===== config.mk =====
export PLATFORM = sky130hd
export DESIGN_NAME = clkdiv_multi
export DESIGN_NICKNAME = d
export VERILOG_FILES = /design/src/rtl/clkdiv_multi.sv
export SDC_FILE = /design/constraint.sdc
export NUM_CORES = 2
export LEC_CHECK = 0
export CORE_UTILIZATION = 40
export DETAILED_ROUTE_END_ITERATION = 8
export PLACE_DENSITY = 0.68
export REMOVE_ABC_BUFFERS = 1
export SYNTH_ARGS = -nofsm -noshare
export SYNTH_HDL_FRONTEND = slang
export SYNTH_SLANG_ARGS = --single-unit

===== constraint.sdc =====
create_clock -name clk -period 7 [get_ports clk]
set_input_delay 0.7 -clock clk [delete_from_list [all_inputs] [get_ports clk]]
set_output_delay 0.7 -clock clk [all_outputs]
set_load 0.005 [all_outputs]

===== src/rtl/clkdiv_multi.sv =====
// clkdiv_multi: NCH independent programmable waveform generators.
// Each channel produces clkout with a programmable high width, low width and
// start delay. It runs either a finite pulse burst or free-running output.
// Live width updates are double-buffered. They take effect only at a
// LOW->HIGH boundary, so no runt pulse is produced.
//
// Ports:
//   clk       system clock
//   rst       synchronous active-high reset
//   en        per-channel level enable
//   t_high    per-channel high width minus one       (channel i at [i*CW +: CW])
//   t_low     per-channel low width minus one
//   t_delay   per-channel low cycles before the first high phase
//   n_pulses  per-channel burst length, 0 = free-running (channel i at [i*PW +: PW])
//   cfg_upd   per-channel strobe capturing t_high/t_low into the shadow
//   clkout    registered waveform, 1 only in HIGH
//   busy      registered, 1 in DELAY/HIGH/LOW
//   done      registered, 1 in DONE
module clkdiv_multi #(
   parameter int unsigned NCH = 4,
   parameter int unsigned CW  = 32,
   parameter int unsigned PW  = 16
) (
   input  logic              clk,
   input  logic              rst,
   input  logic [NCH-1:0]    en,
   input  logic [NCH*CW-1:0] t_high,
   input  logic [NCH*CW-1:0] t_low,
   input  logic [NCH*CW-1:0] t_delay,
   input  logic [NCH*PW-1:0] n_pulses,
   input  logic [NCH-1:0]    cfg_upd,
   output logic [NCH-1:0]    clkout,
   output logic [NCH-1:0]    busy,
   output logic [NCH-1:0]    done
);

   typedef enum logic [2:0] {
      S_IDLE,
      S_DELAY,
      S_HIGH,
      S_LOW,
      S_DONE
   } state_t;

   localparam logic [PW-1:0] PCNT_MAX = '1;

   for (genvar g = 0; g < NCH; g++) begin : g_ch
      state_t        state;
      logic [CW-1:0] cnt;
      logic [CW-1:0] act_high;
      logic [CW-1:0] act_low;
      logic [CW-1:0] act_delay;
      logic [CW-1:0] shd_high;
      logic [CW-1:0] shd_low;
      logic          pend;
      logic [PW-1:0] pcnt;
      logic [PW-1:0] act_np;
      logic          clk_q;
      logic          busy_q;
      logic          done_q;

      logic [CW-1:0] in_high;
      logic [CW-1:0] in_low;
      logic [CW-1:0] in_delay;
      logic [PW-1:0] in_np;
      logic [PW-1:0] pcnt_inc;
      logic          burst_end;

      assign in_high  = t_high[g*CW +: CW];
      assign in_low   = t_low[g*CW +: CW];
      assign in_delay = t_delay[g*CW +: CW];
      assign in_np    = n_pulses[g*PW +: PW];

      // Pulse counter saturates so free-running mode never wraps it.
      assign pcnt_inc  = (pcnt == PCNT_MAX) ? pcnt : pcnt + PW'(1);
      assign burst_end = (act_np != '0) && (pcnt_inc == act_np);

      // Per-channel waveform FSM with registered outputs.
      always_ff @(posedge clk) begin
         if (rst) begin
            state     <= S_IDLE;
            cnt       <= '0;
            pcnt      <= '0;
            act_high  <= '0;
            act_low   <= '0;
            act_delay <= '0;
            act_np    <= '0;
            shd_high  <= '0;
            shd_low   <= '0;
            pend      <= 1'b0;
            clk_q     <= 1'b0;
            busy_q    <= 1'b0;
            done_q    <= 1'b0;
         end else if ((state != S_IDLE) && !en[g]) begin
            // Enable drop aborts from any active state.
            state  <= S_IDLE;
            cnt    <= '0;
            pcnt   <= '0;
            pend   <= 1'b0;
            clk_q  <= 1'b0;
            busy_q <= 1'b0;
            done_q <= 1'b0;
         end else begin
            case (state)
               S_IDLE: begin
                  if (en[g]) begin
                     act_high  <= in_high;
                     act_low   <= in_low;
                     act_delay <= in_delay;
                     act_np    <= in_np;
                     cnt       <= '0;
                     pcnt      <= '0;
                     pend      <= 1'b0;
                     busy_q    <= 1'b1;
                     done_q    <= 1'b0;
                     if (in_delay != '0) begin
                        state <= S_DELAY;
                        clk_q <= 1'b0;
                     end else begin
                        state <= S_HIGH;
                        clk_q <= 1'b1;
                     end
                  end
               end
               S_DELAY: begin
                  // act_delay is nonzero here, so the subtraction cannot wrap.
                  if (cnt >= act_delay - CW'(1)) begin
                     state <= S_HIGH;
                     cnt   <= '0;
                     clk_q <= 1'b1;
                  end else begin
                     cnt <= cnt + CW'(1);
                  end
               end
               S_HIGH: begin
                  if (cnt >= act_high) begin
                     state <= S_LOW;
                     cnt   <= '0;
                     clk_q <= 1'b0;
                  end else begin
                     cnt <= cnt + CW'(1);
                  end
               end
               S_LOW: begin
                  if (cnt >= act_low) begin
                     cnt  <= '0;
                     pcnt <= pcnt_inc;
                     if (burst_end) begin
                        state  <= S_DONE;
                        busy_q <= 1'b0;
                        done_q <= 1'b1;
                     end else begin
                        state <= S_HIGH;
                        clk_q <= 1'b1;
                        // Period boundary: commit a pending width update.
                        if (pend) begin
                           act_high <= shd_high;
                           act_low  <= shd_low;
                           pend     <= 1'b0;
                        end
                     end
                  end else begin
                     cnt <= cnt + CW'(1);
                  end
               end
               S_DONE: begin
                  state <= S_DONE;
               end
               default: begin
                  state  <= S_IDLE;
                  cnt    <= '0;
                  pcnt   <= '0;
                  pend   <= 1'b0;
                  clk_q  <= 1'b0;
                  busy_q <= 1'b0;
                  done_q <= 1'b0;
               end
            endcase

            // Shadow capture comes last so a strobe on the commit edge
            // re-arms the pending flag and waits for the following boundary.
            if (cfg_upd[g] && ((state == S_HIGH) || (state == S_LOW))) begin
               shd_high <= in_high;
               shd_low  <= in_low;
               pend     <= 1'b1;
            end
         end
      end

      assign clkout[g] = clk_q;
      assign busy[g]   = busy_q;
      assign done[g]   = done_q;
   end

endmodule

Word-level counts from Yosys, hierarchy flattened:

Cells that the tools add are included.

* register bits: 924
* input bits: 458
* output and inout port bits: 12
* word-level logic and storage cells: 420

* add/sub/neg operators: 12
* $lt $le $gt $ge: 12
* eq/ne operators: 68
* multiplexer cells: 180
* bitwise operators: 12
* reduce and logical (&&, ||, !) cells: 84

Operators with widths (count)
* $mux W32: 48
* $pmux W32 S5: 4
* $pmux W32 S2: 8
* $ge A32 B32 Y1: 12
* $mux W16: 12
* $pmux W16 S3: 4
* $add A32 B1 Y32 const B: 4
* $reduce_bool A32 Y1: 4
* $sub A32 B1 Y32 const B: 4
* $add A16 B1 Y16 const B: 4
* $eq A16 B16 Y1: 4
* $eq A16 B16 Y1 const B: 4
* $reduce_bool A16 Y1: 4
* $mux W1: 60
* $mux W3: 20
* $pmux W3 S5: 4
* $ne A2 B2 Y1 const B: 28
* $reduce_and A4 Y1: 12
* $reduce_and A6 Y1: 8
* $pmux W1 S3: 12
* $eq A3 B2 Y1 const B: 8
* $ne A3 B2 Y1 const B: 8
* $reduce_and A3 Y1: 8
* $pmux W1 S5: 4
* other kinds (15): 80

Depth between registers and ports, before layout:

* word-level depth: 8
* mapped depth: 24
* mapped depth without buffers: 21

Least setup slack after synthesis:

OpenSTA, ideal clock, no wires.

* path kind: register -> register
* start: reg g_ch[1].act_delay[13]
* end: reg g_ch[1].cnt[13]
* setup time: 0.074 ns
* arrival time: 4.874 ns
* data required time: 6.926 ns
* slack: 2.052 ns
* stages on the path, launching flop included: 18
* path buffers: 2
* clock period less this slack: 4.948 ns
* cells stage by stage: dfxtp_1 > or4_1 > or3_1 > or4_1 > or4_1 > nor3_1 > xnor2_1 > ha_1 > and4_1 > a221o_1 > a221oi_1 > nor3b_1 > or3_1 > clkbuf_1 > and2_1 > clkbuf_1 > o21ai_0 > a31oi_1

* longest elaborated chain between the ends: 4

RTL lines
* from (decl): RTL line 52 `logic [CW-1:0] act_delay;`
* from (signal assigned): RTL line 109 `act_delay <= in_delay;`
* $sub A32 B1 Y32: RTL line 127 `if (cnt >= act_delay - CW'(1)) begin`
* $ge A32 B32 Y1: RTL line 127
* $mux W32: RTL line 127
* $pmux W32 S5: RTL line 104 `case (state)`
* to (signal assigned): RTL line 132 `cnt <= cnt + CW'(1);`
* to (signal assigned): RTL line 141 `cnt <= cnt + CW'(1);`
* to (signal assigned): RTL line 163 `cnt <= cnt + CW'(1);`
* to (decl): RTL line 49 `logic [CW-1:0] cnt;`

Every way passes these cells.
A chain may end at the register's enable or synchronous reset.

Final worst setup path:

Ends and elaborated chain as after synthesis.

==> results.md <==
- Outcome: complete, no violations
- Worst Tran Pin Value: between 1 and 1.5 ns
- Die ar.: about 0.13 mm²
- Pins Over Slew Limit: 0
- Total gr overflow: 0
- Cts hold-fix bufs: 0
- Critical Path End: g_ch[1].cnt[13]$_SDFFE_PP0P_
- Top post-synthesis cells by area: dfxtp_1, nand2_1, ha_1, a21oi_1, a211oi_1
- Finished Core Util: between 40% and 50%
- Number of flops mapped to enable cells by yosys: 0
- Fmax: 165 MHz
- Filler cells: around 13000
- Worst-skew pair later-pin latency: around 0.75 ns
- Synth cell types: 91
- First-pass GRT wire length: ~260 mm
- Final worst path period share: a little under nine tenths
- Row count: approximately 130
- I/O pins: 470
- Core ar.: 0.130 mm²
- Post-synth ARST share: 0%
- Input/output buffers: roughly 470
- Post-DRT Antenna Nets: 0
- Die X: ~360 µm
- Vias in the first global route: about 46000
- Synth area leader: dfxtp_1
- P_leak: ~23 nW
- Synthesized flop and latch total: 924
- Routed vias: 49600
- Non-Filler Instances: about 9000
- Die H: about 360 µm
- RSZ-0062 raised after global routing: no
- Max-cap violations: 0
- Nets: roughly 7800
- Starting Density: 40.4%
- Inserted Clock Buffers: between 100 and 150
- Placed wire-length estimate: approximately 120 mm
- Clock slew at reported path FFs: around 0.060 ns
- Routed WL per cell: 18.8 µm
- Number of DRC markers in iteration 0: ~4400
- Reg-to-reg endpoint: g_ch[1].cnt[13]$_SDFFE_PP0P_
- Worst VDD drop: about 250 µV
- DRC: 0
- Pwr/cell area: about 290 mW/mm²
- Post-Syn Area: 0.0524 mm²
- Clock root buffer: clkbuf_16
- Mapped Cells: 6777
- GPL Wtd Cong: ~0.9
- Final Instance Area: 0.0617 mm²
- R2R cell count: 15
- Commonest cells after routing, fill and taps aside: nand2_1, dfxtp_1, a21oi_1
- CTS max path bufs: 3
- Final Hold Violating Endpoints: 0
- Cell Area, Placed: slightly below 0.06 mm²
- Sequential-to-total area share from yosys stat: between 30% and 40%
- Most common cell after layout, fill and taps aside: nand2_1
- Clk_skew: ~0.075 ns
- Initial antenna violation count: 24
- Gr usage total: between 20 and 25%
- CTS sink cnt: slightly above 900
- FF-to-FF setup slack: approximately 0.96 ns
- Final worst path period need: roughly 6.0 ns
- Yosys warns: 0
- Prevailing post-synth register cell: dfxtp_1
- Dpl cells: roughly 8600
- Critical Path RT: between 7 and 8 ns
- Avg Cell Area, Syn: roughly 7.7 µm²
- Slew headroom: ~18%
- Largest net degree at the start of global routing: ~190
- First drt pass iteration count: 6
- CP Class: register to register
- H-tree depth: 3
- CTS tree: done
- Area grow syn2layout: 17.7%
- Share of the synthesized area in the top cell type: 35.3%
- Worst hold path class: primary input to register
- CP startpoint kind: register
- Crit path launch: g_ch[1].act_delay[13]$_SDFFE_PP0P_
- Post-CTS Setup Bufs: 0
- Post-CTS Resized: 0
- Reg area: approximately 0.018 mm²
- Total wire length: 165 mm
- Vias per cell: ~5.6
- Combined area of the multi-input logic cells: 0.0311 mm²
- Layout cells sized above 1: 5.30%
- Reg2reg start: g_ch[1].act_delay[13]$_SDFFE_PP0P_
- Critical Path Fanout Max: 22
- Worst setup EP type: register
- CP arrival: approximately 6.7 ns
- Final total power: 0.0176 W
- Final setup viols: 0
-- flip-flops by register name, summed over array words and instances, names as in the netlist --
name and count:
g_ch.act_low 128, g_ch.act_delay 128, g_ch.pcnt 64, g_ch.cnt 128, g_ch.done_q 4, g_ch.act_np 64, g_ch.act_high 128, g_ch.clk_q 4
g_ch.busy_q 4, g_ch.shd_low 128, g_ch.state 12, g_ch.pend 4, g_ch.shd_high 128
-- cell type report --
| type | instances | area share [%] |
|---|---|---|
| flip-flops and latches | 924 | 30.0 |
| diodes | 7 | 0.0284 |
| well taps | 1742 | 3.53 |
| clock inverters | 51 | 0.988 |
| multi-input cells | 5130 | 50.5 |
| clock buffers | 142 | 4.88 |
| repair buffers | 522 | 8.28 |
| inverters | 302 | 1.84 |
-- critical path, cell delays in order (launching register included) --
cell and delay, ns:
dfxtp_1 0.35, or4_1 0.57, or3_1 0.37, or4_1 0.45, or4_1 0.59, nor3_1 0.23
xnor2_1 0.16, ha_1 0.27, and4_1 0.18, a221o_1 0.35, a221oi_1 0.34, nor3b_1 0.40
or3_1 0.55, and2_1 0.76, o21ai_0 0.20, a31oi_1 0.20
-- how the worst min path moves through the flow --
stage,cells after the start,to,start,slack (ns)
floorplan,2,g_ch[2].shd_high[0]$_SDFFE_PP0P_,g_ch[2].shd_high[0]$_SDFFE_PP0P_,0.43
global placement,2,g_ch[1].done_q$_SDFFE_PP0P_,g_ch[1].done_q$_SDFFE_PP0P_,0.44
detailed placement,2,g_ch[1].done_q$_SDFFE_PP0P_,g_ch[1].done_q$_SDFFE_PP0P_,0.44
CTS,2,g_ch[1].act_np[0]$_SDFFE_PP0P_,rst,0.32
global route,2,g_ch[1].act_np[0]$_SDFFE_PP0P_,rst,0.35
finish,2,g_ch[1].act_np[5]$_SDFFE_PP0P_,rst,0.37
-- synth_stat cells (all sizes together), types with 20 or more instances --
cell type	count
or4	34
buf	85
and4	35
inv	301
mux2i	80
nor2	332
nand2	1471
a21o	41
clkbuf	336
nand4	106
and2	103
nand3b	26
nor2b	35
o21ai	245
nor3	107
ha	396
a21oi	857
o211ai	23
or3	52
o31ai	23
a211oi	222
a31oi	73
xnor2	126
xor2	67
nor4	116
dfxtp	924
and3	59
a311oi	131
nand3	134
or2	20
nand2b	41
-- routing by layer --
metal	global-route usage (%)	part of all wire (%)	wire, µm
met2	39.5	46	75800
met3	4.17	7.0	11700
met1	32.2	44	73100
met4	7.37	2.9	4730
met5	0	0.094	156
-- logic make-up after synthesis --
| logic type | count (synthesis) | synth area share (%) |
|---|---|---|
| flip-flops | 924 | 35.3 |
| multiplexers | 82 | 1.57 |
| XOR/XNOR | 194 | 3.27 |
| buffers and inverters | 723 | 5.56 |
| AND/OR/NAND/NOR | 2703 | 23.8 |
| adder cells (fa/ha/maj) | 396 | 9.45 |
| AO/OA/AOI/OAI | 1755 | 21.1 |
-- where the power goes --
part	total (W)	switching (W)	internal (W)
Clock	0.00576	0.00243	0.00333
Combinational	0.00542	0.00331	0.00211
Sequential	0.00645	0.000527	0.00593
-- stage by stage --
step           setup slack [ns]  hold slack (ns)  setup TNS [ns]
2_1_floorplan             -5.08            0.430         -393.47
3_3_place_gp               1.15            0.437               0
3_5_place_dp               1.02            0.443               0
4_1_cts                   0.985            0.321               0
5_1_grt                   0.434            0.353               0
6_report                  0.956            0.369               0
Note: power is estimated with default switching activity, not from simulation.
